[config.mk]
export PLATFORM = sky130hd
export DESIGN_NAME = wdg_timer
export DESIGN_NICKNAME = d
export VERILOG_FILES = /design/src/rtl/wdg_pkg.sv /design/src/rtl/wdg_prescaler.sv /design/src/rtl/wdg_timer.sv
export SDC_FILE = /design/constraint.sdc
export NUM_CORES = 1
export LEC_CHECK = 0
export ABC_CLOCK_PERIOD_IN_PS = 6600
export CAP_MARGIN = 20
export CORE_MARGIN = 4
export CORE_UTILIZATION = 50
export DETAILED_ROUTE_END_ITERATION = 8
export HOLD_SLACK_MARGIN = 0.08
export PLACE_DENSITY = 0.95
export REMOVE_ABC_BUFFERS = 1
export SLEW_MARGIN = 25
export SYNTH_ARGS = -nofsm -noshare
export SYNTH_HDL_FRONTEND = slang
export SYNTH_SLANG_ARGS = --single-unit
[constraint.sdc]
create_clock -name clk -period 6.6 [get_ports clk]
set_input_delay 0.99 -clock clk [delete_from_list [all_inputs] [get_ports clk]]
set_output_delay 0.99 -clock clk [all_outputs]
set_load 0.02 [all_outputs]
[src/rtl/wdg_pkg.sv]
// wdg_pkg: watchdog state encoding and default sizing/key constants (WDG_WINDOW_EN enables windowed kicks in wdg_timer)
package wdg_pkg;
  localparam int CNT_W_DEF = 16;
  localparam int PRESC_W_DEF = 8;
  localparam logic [15:0] KICK_KEY_DEF = 16'hC0DE;
  typedef enum logic [1:0] {IDLE, RUN, TO} state_t;
endpackage

[src/rtl/wdg_prescaler.sv]
// wdg_prescaler: divides clk into ticks every i_presc+1 cycles while running; cleared on kick or when stopped
module wdg_prescaler #(
  parameter int PRESC_W = 8
) (
  input  logic               clk,
  input  logic               sys_res,
  input  logic               i_run,
  input  logic               i_clr,
  input  logic [PRESC_W-1:0] i_presc,
  output logic               o_tick
);
  logic [PRESC_W-1:0] r_div;
  assign o_tick = i_run && (r_div >= i_presc);
  // divider restarts on reset, kick, idle/timeout or after each tick
  always_ff @(posedge clk)
    r_div <= (sys_res || i_clr || !i_run || o_tick) ? '0 : r_div + PRESC_W'(1);
endmodule

[src/rtl/wdg_timer.sv]
// wdg_timer: keyed watchdog with pre-timeout warning; define WDG_WINDOW_EN to reject kicks below cfg_window
module wdg_timer
  import wdg_pkg::*;
#(
  parameter int          CNT_W    = CNT_W_DEF,
  parameter int          PRESC_W  = PRESC_W_DEF,
  parameter logic [15:0] KICK_KEY = KICK_KEY_DEF
) (
  input  logic               clk,
  input  logic               sys_res,
  input  logic               en,
  input  logic [PRESC_W-1:0] cfg_presc,
  input  logic [CNT_W-1:0]   cfg_timeout,
  input  logic [CNT_W-1:0]   cfg_warn,
  input  logic [CNT_W-1:0]   cfg_window,
  input  logic               kick,
  input  logic [15:0]        kick_key,
  output logic               kick_ack,
  output logic               wdg_warn,
  output logic               wdg_to,
  output logic [CNT_W-1:0]   cnt_o
);
  state_t           r_state, w_next;
  logic [CNT_W-1:0] r_cnt, w_cnt_nxt;
  logic             r_ack, r_warn, r_to;
  logic             w_tick, w_win_ok, w_kick_ok, w_kick_bad, w_expire;
`ifdef WDG_WINDOW_EN
  assign w_win_ok = r_cnt >= cfg_window;
`else
  assign w_win_ok = 1'b1;
`endif
  assign w_kick_ok  = (r_state == RUN) && kick && (kick_key == KICK_KEY) && w_win_ok;
  assign w_kick_bad = (r_state == RUN) && kick && !w_kick_ok;
  assign w_expire   = w_tick && (r_cnt >= cfg_timeout);
  wdg_prescaler #(.PRESC_W(PRESC_W)) u_presc (
    .clk     (clk),
    .sys_res (sys_res),
    .i_run   (r_state == RUN),
    .i_clr   (w_kick_ok),
    .i_presc (cfg_presc),
    .o_tick  (w_tick)
  );
  // next state and count; a valid kick outranks a coinciding timeout tick
  always_comb begin
    w_next = r_state;
    w_cnt_nxt = r_cnt;
    if (r_state == IDLE && en) begin
      w_next = RUN;
      w_cnt_nxt = '0;
    end else if (w_kick_ok) w_cnt_nxt = '0;
    else if (w_kick_bad || w_expire) w_next = TO;
    else if (w_tick) w_cnt_nxt = r_cnt + CNT_W'(1);
  end
  // state register; only sys_res leaves TO
  always_ff @(posedge clk)
    r_state <= sys_res ? IDLE : w_next;
  // registered outputs derived from next-cycle state so they never glitch
  always_ff @(posedge clk)
    if (sys_res) begin
      r_cnt  <= '0;
      r_ack  <= 1'b0;
      r_warn <= 1'b0;
      r_to   <= 1'b0;
    end else begin
      r_cnt  <= w_cnt_nxt;
      r_ack  <= w_kick_ok;
      r_warn <= (w_next == RUN) && (cfg_warn != '0) && (w_cnt_nxt >= cfg_warn);
      r_to   <= w_next == TO;
    end
  assign kick_ack = r_ack;
  assign wdg_warn = r_warn;
  assign wdg_to   = r_to;
  assign cnt_o    = r_cnt;
endmodule
Yosys cells after proc, flatten, opt, wreduce, memory -nomap -nowiden
Cells that the tools add are included.
{"block": "totals", "rom_bits": 0, "latchBits": 0, "output_inout_bits": 19, "mem_bits_rw": 0, "regBits": 29, "n_memories": 0}
{"block": "op_classes", "mux": 7, "addsub": 2, "reduce_logical": 16, "n_bitwise": 0, "order_cmp": 3, "mul": 0, "eq_ne": 4, "shifts": 0, "div_mod_pow": 0}
{"op": "16-bit 2-to-1 mux", "count": 4}
{"op": "16-bit >= comparator", "count": 2}
{"op": "16-bit by 1-bit adder with 16-bit output, second input constant", "count": 1}
{"op": "16-bit == test, second input constant", "count": 1}
{"op": "16-bit nonzero test", "count": 1}
{"op": "8-bit by 1-bit adder with 8-bit output, second input constant", "count": 1}
{"op": "8-bit >= comparator", "count": 1}
{"op": "1-bit logical AND", "count": 8}
{"op": "2-bit 2-to-1 mux", "count": 3}
{"op": "2-bit by 1-bit == test with 1-bit output, second input constant", "count": 2}
{"op": "1-bit logical OR", "count": 4}
{"op": "2-bit == test, second input constant", "count": 1}
{"op": "1-bit zero test", "count": 2}
{"op": "2-bit zero test", "count": 1}

Depth between registers and ports, before layout
Gate-level depths: netlist of the first run.
{"block": "logic_depth", "depth_word": 12, "mapped_depth": 14}

Cells and area by module
Synthesis of the first run repeated with hierarchy kept, for this count alone.
{"block": "unflattened", "hier_cells": 331, "hier_area_um2": 2585.0}
{"module": "wdg_timer", "area_per_inst_um2": 2053.2, "cells_each": 271, "n_inst": 1, "seq_area_each_um2": 420.4}
{"module": "wdg_prescaler", "area_per_inst_um2": 531.8, "cells_each": 60, "n_inst": 1, "seq_area_each_um2": 160.2}

Least setup slack after synthesis of the first run
OpenSTA, ideal clock, no wires.
{"block": "synth_timing", "path_type": "in2reg", "startpoint": "input port cfg_timeout[11]", "endpoint": "register r_warn (netlist: wdg_warn)", "t_required_ps": 6482, "path_stages": 14, "setup_time_ps": 118, "path_slack_ps": 2670, "t_arrival_ps": 3812, "path_cell_list": "inv_1 -> ha_1 -> a21oi_1 -> o21ai_0 -> a221o_1 -> buf_6 -> nor4_2 -> mux2i_1 -> ha_1 -> a21oi_1 -> o21ai_0 -> a221oi_1 -> o21ai_0 -> o2111a_1"}
{"block": "synth_via", "elab_cells_between_ends": 13, "classes_between": "2 x order compare; 1 x eq/ne; 6 x mux; 4 x reduce/logical"}
{"element": "start, declared", "line": "wdg_timer.sv:13", "text": "input logic [CNT_W-1:0] cfg_timeout,"}
{"element": "16-bit >= comparator", "line": "wdg_timer.sv:34", "text": "assign w_expire = w_tick && (r_cnt >= cfg_timeout);"}
{"element": "1-bit logical AND", "line": "wdg_timer.sv:34"}
{"element": "1-bit logical OR", "line": "wdg_timer.sv:51", "text": "else if (w_kick_bad || w_expire) w_next = TO;"}
{"element": "16-bit 2-to-1 mux", "line": "wdg_timer.sv:51"}
{"element": "16-bit 2-to-1 mux", "line": "wdg_timer.sv:50", "text": "end else if (w_kick_ok) w_cnt_nxt = '0;"}
{"element": "16-bit 2-to-1 mux", "line": "wdg_timer.sv:47", "text": "if (r_state == IDLE && en) begin"}
{"element": "via w_cnt_nxt[9]", "line": "wdg_timer.sv:24", "text": "logic [CNT_W-1:0] r_cnt, w_cnt_nxt;"}
{"element": "16-bit >= comparator", "line": "wdg_timer.sv:67", "text": "r_warn <= (w_next == RUN) && (cfg_warn != '0) && (w_cnt_nxt >= cfg_warn);"}
{"element": "1-bit logical AND", "line": "wdg_timer.sv:67"}
{"element": "end signal, assigned", "line": "wdg_timer.sv:67"}
{"element": "end, declared", "line": "wdg_timer.sv:25", "text": "logic r_ack, r_warn, r_to;"}
The timed path passes the listed nets, and every way through them passes these cells.
A chain may end at the register's enable or synchronous reset.

Final worst setup path of the first run
{"block": "layout_timing", "startpoint": "input port cfg_timeout[13]", "endpoint": "register r_warn (netlist: wdg_warn)"}
Same word-level chain as after synthesis.

==> metrics, run 1 <==
status=finished clean; Pint=299.8 uW; DIE WIDTH=86.91 um; post-cts sizing count=0; DRC viols=0; largest net degree at the start of global routing=38; post-route clock period utilization=74.09%; peak supply drop=0.00005810 V; port bufs=78; Worst Path Buf+Inv=3; detailed-route wire length per cell=15.90 um; NetSw=117.9 uW; initial antenna violation count=0; standard-cell rows=28; Fmax=204.5 MHz; first-pass GRT wire length=14340 um; Tightest Pin Transition=0.9404 ns; Power per Cell Area=102.6 nW/um^2; startpoint type of the worst setup path=primary input; final HPWL from detailed placement=6771 um; CTS tree=done; critical path required time=6.79 ns; share of cells above drive strength 1=8.043%; CP max stage cell=a221o_1; Worst Hold Endpoint=r_state[1]; setup TNS=0 ns; sw frac=28.23%; Logic pwr share=22.8%; P&R area growth vs syn=30.83%; storage element area=580.6 sq um; core area=5991 sq um; Critical Path Start=cfg_timeout[13]; setup bufs post-CTS=0; Pleak=1.666 nW; H-tree depth=2; fillcell total=467; min cycle time layout=4.890 ns; post-synthesis compound-gate area fraction=10.25%; fin worst setup slack=1.710 ns; CTS Buf Count=5; final cell utilization of the core=67.98%; Final Hold Viols=0; r2r startpoint=cnt_o[13]; Hold Path Origin=r_state[0]; Hold-fix buffers, CTS=0; Crit path max-delay family=compound AO/OA/AOI/OAI gates; DRT iter0 DRCs=187; worst reg-to-reg path cell count=13; later-pin clock latency in the skew report=0.29 ns; die area=7552 sq um; largest fanout on the critical path=9; final wirelength=8506 um; post-synth top area share=18.65%; number of diodes=0; Flop pwr share=42.5%; Total GRT Usage=23.72%; Post-synth EDFFs=0; via-per-instance ratio=5.791; Simple-Gate Fraction of Synth Area=34.61%; routability cong.=0.8597; drt first pass iters=4; r2r setup slk=2.47 ns; RSZ-0062 raised after global routing=no; WS Path Type=in2reg; fin nets=577; post-synthesis mux area share=10.29%; Starting Density=51.96%; Cell Area, Placed=3979 sq um; Yosys top cell by area=dfxtp_1; FF+latch count, synth=29; Synth Area in Adders=16.88%; main combinational cell family by area after synthesis=simple AND/OR/NAND/NOR gates; syn avg cell area=8.214 sq um; top_reg_cell synth=dfxtp_1; dominant cells by area after synthesis=dfxtp_1 (19%), ha_1 (17%), mux2i_1 (10%); pre-CTS setup slack=1.464 ns; sequential area share after synthesis=18.65%; io pins=95; Clock power frac=34.6%; Root Driver=clkbuf_8; final setup fails=0; ANT nets after route=0; design area=4073 sq um; Post-synth ARST share=0%; grt total ovfl=0; Max Cap Viol=0; CP max stage delay=0.66 ns; Die Y=86.91 um; XOR/XNOR share of the synthesized area=1.688%; maximum buffer depth of the clock tree=2; WP data arrival=5.08 ns; Slew Limit Headroom=37.31%; Worst Clk Skew=0.009713 ns; Vias=3098; Commonest cells post-synth=nand2_1 (52), ha_1 (42), inv_1 (42), mux2i_1 (32), dfxtp_1 (29); post-synthesis cell count=379; hold-critical path depth=2; Post-Synthesis Cell Area=3113 sq um; multi-input logic area=2313 sq um; Yosys cell types=48; most numerous cell in the Yosys netlist=nand2_1; Ys Warns=0; max-slew violations=0; CP endpoint kind=flop; Worst Hold Class=reg2reg; clock sinks=29; CTS clk-pin slew, worst paths=0.07 ns; Hold WS=0.5073 ns; CP cell instances=clkdlybuf4s50_1 > inv_1 > ha_1 > nand4_1 > nor4_1 > a221o_1 > buf_4 > nor4_4 > mux2i_1 > ha_1 > a21oi_1 > o21ai_0 > a221oi_1 > o21ai_0 > o2111a_1; worst r2r dst=wdg_warn; vias in the first global route=3177
flip-flops by register name, indices dropped and copies added (netlist names):
| name | cells |
|---|---|
| cnt_o | 16 |
| kick_ack | 1 |
| r_state | 2 |
| u_presc.r_div | 8 |
| wdg_to | 1 |
| wdg_warn | 1 |
cell type report:
| type | count | area share, % |
|---|---|---|
| clock buffer | 6 | 1.782 |
| multi-input combinational | 295 | 56.80 |
| inverter | 42 | 3.871 |
| timing repair buffer | 86 | 20.74 |
| clock inverter | 2 | 0.2458 |
| tap | 75 | 2.304 |
| sequential | 29 | 14.25 |
worst max-delay path by stage:
stage | slack [ns] | depth (start not counted) | endpoint
floorplan | 2.15 | 13 | wdg_warn
global placement | 1.51 | 15 | wdg_warn
detailed placement | 1.46 | 15 | wdg_warn
CTS | 1.76 | 15 | wdg_warn
global route | 1.46 | 15 | wdg_warn
finish | 1.71 | 15 | wdg_warn
worst register-to-register path, stage by stage (launching register included):
cell	delay, ns
dfxtp_1	0.39
ha_1	0.35
nand4_1	0.26
nor4_1	0.46
a221o_1	0.66
buf_4	0.37
nor4_4	0.10
mux2i_1	0.25
ha_1	0.29
a21oi_1	0.13
o21ai_0	0.14
a221oi_1	0.30
o21ai_0	0.16
o2111a_1	0.17
cell families after synthesis:
group | after synthesis
multiplexers | 32
adder cells (fa/ha/maj) | 42
AND/OR/NAND/NOR | 170
buffers and inverters | 55
flip-flops | 29
XOR/XNOR | 6
AO/OA/AOI/OAI | 45
layer usage:
layer  global-route usage [%]  share of wire [%]
met5                        0                  0
met4                    10.91                3.1
met3                    4.541                6.9
met2                    42.51                 50
met1                    26.85                 40
power groups by stage:
stage                     Clock, mW  Combinational [mW]  Sequential (mW)
after floorplan                   0              0.0415            0.182
after global placement            0              0.0893            0.181
after detailed placement          0              0.0941            0.182
after CTS                     0.146              0.0950            0.178
after global routing          0.155               0.105            0.178
final                         0.145              0.0953            0.178
through the flow:
stage                     cells  total power [mW]
final                       535            0.4177
after global routing        535            0.4380
after CTS                   534            0.4187
after detailed placement    526            0.2757
after global placement      526            0.2707
after floorplan             366            0.2230
cell usage in the layout (no fill, tap or decap), types with 6 or more instances in the layout:
master,n
dfxtp_1,29
inv_1,42
nor4_4,9
clkdlybuf4s50_1,78
mux2i_1,32
buf_4,7
o21ai_0,14
nand2_1,52
nand3_1,13
nor4_1,6
nand2b_1,27
nor2_1,20
nor4_2,7
nand4_1,11
a21oi_1,10
ha_1,42
(Power assumes the default switching activity.)
==> run 2: changes to the inputs <==
ABC_CLOCK_PERIOD_IN_PS = 4300   (was 6600)
CORE_UTILIZATION = 44   (was 50)
PLACE_DENSITY = 0.9   (was 0.95)
clock period = 4.3 ns   (was 6.6 ns; I/O delays follow)
==> metrics, run 2 (synthesis results as in run 1) <==
core area=6832 sq um (+14%); grt total ovfl=0 (unchanged); standard-cell rows=30 (+7.1%); Critical Path Start=cfg_timeout[0]; CTS tree=done; ANT nets after route=0 (unchanged); Hold-fix buffers, CTS=0 (unchanged); fin nets=590 (+2.3%); Total GRT Usage=19.76% (-4.0 points); vias in the first global route=3209 (+1.0%); RSZ-0062 raised after global routing=no; die area=8484 sq um (+12%); DRT iter0 DRCs=172 (-8.0%); Starting Density=45.57% (-6.4 points); worst r2r dst=wdg_warn; WS Path Type=in2reg; Final Non-Filler Cells=568 (+6.2%); post-route clock period utilization=93.86%; DIE WIDTH=92.11 um (+6.0%); CP endpoint kind=flop; Worst Clk Skew=0.01065 ns (+0.0009417 ns); setup bufs post-CTS=0 (unchanged); largest fanout on the critical path=5 (-4); clock sinks=29 (unchanged); worst reg-to-reg path cell count=13 (unchanged); startpoint type of the worst setup path=primary input; critical path required time=4.48 ns (-2.31 ns); peak supply drop=0.00008373 V (+44%); Worst Hold Endpoint=u_presc.r_div[0]; largest net degree at the start of global routing=33 (-13%); drt first pass iters=4 (unchanged); Root Driver=clkbuf_8; Max Cap Viol=0 (unchanged); DRC viols=0 (unchanged); r2r startpoint=cnt_o[0]; hold-critical path depth=1 (-1); Power per Cell Area=153.4 nW/um^2 (+50%); fillcell total=568 (+22%); CTS clk-pin slew, worst paths=0.07 ns (about the same); maximum buffer depth of the clock tree=2 (unchanged); min cycle time layout=4.036 ns; number of diodes=0 (unchanged); Tightest Pin Transition=0.6872 ns (-0.2531 ns); number of flip-flops in the largest register=16 (unchanged); WP data arrival=4.21 ns (-0.87 ns); initial antenna violation count=0 (unchanged); share of cells above drive strength 1=10.38% (+2.3 points); commonest non-fill, non-tap cell in the layout=clkdlybuf4s50_1; final wirelength=8246 um (-3.1%); Vias=3090 (-0.26%); r2r setup slk=0.50 ns (-1.97 ns); most frequent cells in the layout=clkdlybuf4s50_1 (78), nand2_1 (52), inv_1 (42), ha_1 (42), mux2i_1 (32); Die Y=92.11 um (+6.0%); Placed Cells=561 (+6.7%); later-pin clock latency in the skew report=0.28 ns (about the same); CTS Buf Count=5 (unchanged); max-slew violations=0 (unchanged); first-pass GRT wire length=14040 um (-2.1%); detailed-route wire length per cell=14.52 um (-8.7%); post-cts sizing count=0 (unchanged); P&R area growth vs syn=35.61%; H-tree depth=2 (unchanged); routability cong.=0.9397 (+9.3%); via-per-instance ratio=5.440 (-6.1%); Pleak=1.743 nW (+4.6%); port bufs=78 (unchanged); io pins=95 (unchanged); final HPWL from detailed placement=6580 um (-2.8%); Final Hold Viols=0 (unchanged); final setup fails=0 (unchanged); setup TNS=0 ns (unchanged); Slew Limit Headroom=54.18% (+17 points); status=finished clean; Hold Path Origin=u_presc.r_div[0]; Power Total=647.8 uW (+55%); Worst Hold Class=reg2reg; Fmax=247.8 MHz
[run 2: changes by cell type in the layout (fill, tap and decap cells not counted)]
cell and delta:
buf_6 -1, buf_12 +2, buf_4 +12, clkinv_2 -2, clkbuf_8 +1
[run 2: worst max-delay path by stage]
stage | slack, ns | end | cells after the start
6_report | 0.26 | wdg_warn | 13
5_1_grt | 0.03 | wdg_warn | 16
3_5_place_dp | 0.02 | wdg_warn | 13
2_1_floorplan | 0.19 | wdg_warn | 13
3_3_place_gp | 0.06 | wdg_warn | 15
4_1_cts | 0.29 | wdg_warn | 14
[run 2: report_power, final]
part	internal (mW)	total, mW	switching (mW)	leakage (nW)
combinational	0.0793	0.148	0.0682	1.46
sequential	0.271	0.273	0.00212	0.234
clock	0.127	0.227	0.101	0.0443
total	0.477	0.648	0.171	1.74
[run 2: layout make-up]
cell class / instances / area [sq um] / area share, %
well taps: 96 / 120.1 / 2.845
clock buffers: 7 / 86.33 / 2.045
repair buffers: 99 / 963.4 / 22.82
inverters: 42 / 157.7 / 3.734
flip-flops and latches: 29 / 580.6 / 13.75
multi-input cells: 295 / 2313 / 54.80
[run 2: metal layers]
| metal | track usage (%) | vias up | wire [um] |
|---|---|---|---|
| met5 | 0 | - | 0 |
| met2 | 37.29 | 96 | 4217 |
| met4 | 7.054 | 0 | 248 |
| li1 | - | 1521 | - |
| met3 | 3.774 | 20 | 409 |
| met1 | 21.75 | 1453 | 3371 |
[run 2: worst max-delay path: stages]
cell and delay (ns):
clkdlybuf4s50_1 0.40, ha_1 0.30, nor3b_1 0.20, o21ai_0 0.21, a221o_1 0.47, buf_4 0.20
nor4_2 0.36, mux2i_1 0.27, ha_1 0.26, and4_1 0.21, a221oi_1 0.33, o21ai_0 0.17
o2111a_1 0.18
[run 2: per-stage QoR]
step | setup slack (ns) | hold slack, ns | area [sq um] | utilization [%]
floorplan | 0.1944 | 0.4485 | 3033 | -
global placement | 0.05789 | 0.4666 | 4135 | 60.53
detailed placement | 0.01743 | 0.4772 | 4135 | 60.53
CTS | 0.2930 | 0.4916 | 4222 | 61.79
global route | 0.03275 | 0.5428 | 4222 | 61.79
finish | 0.2639 | 0.4880 | 4222 | 61.79
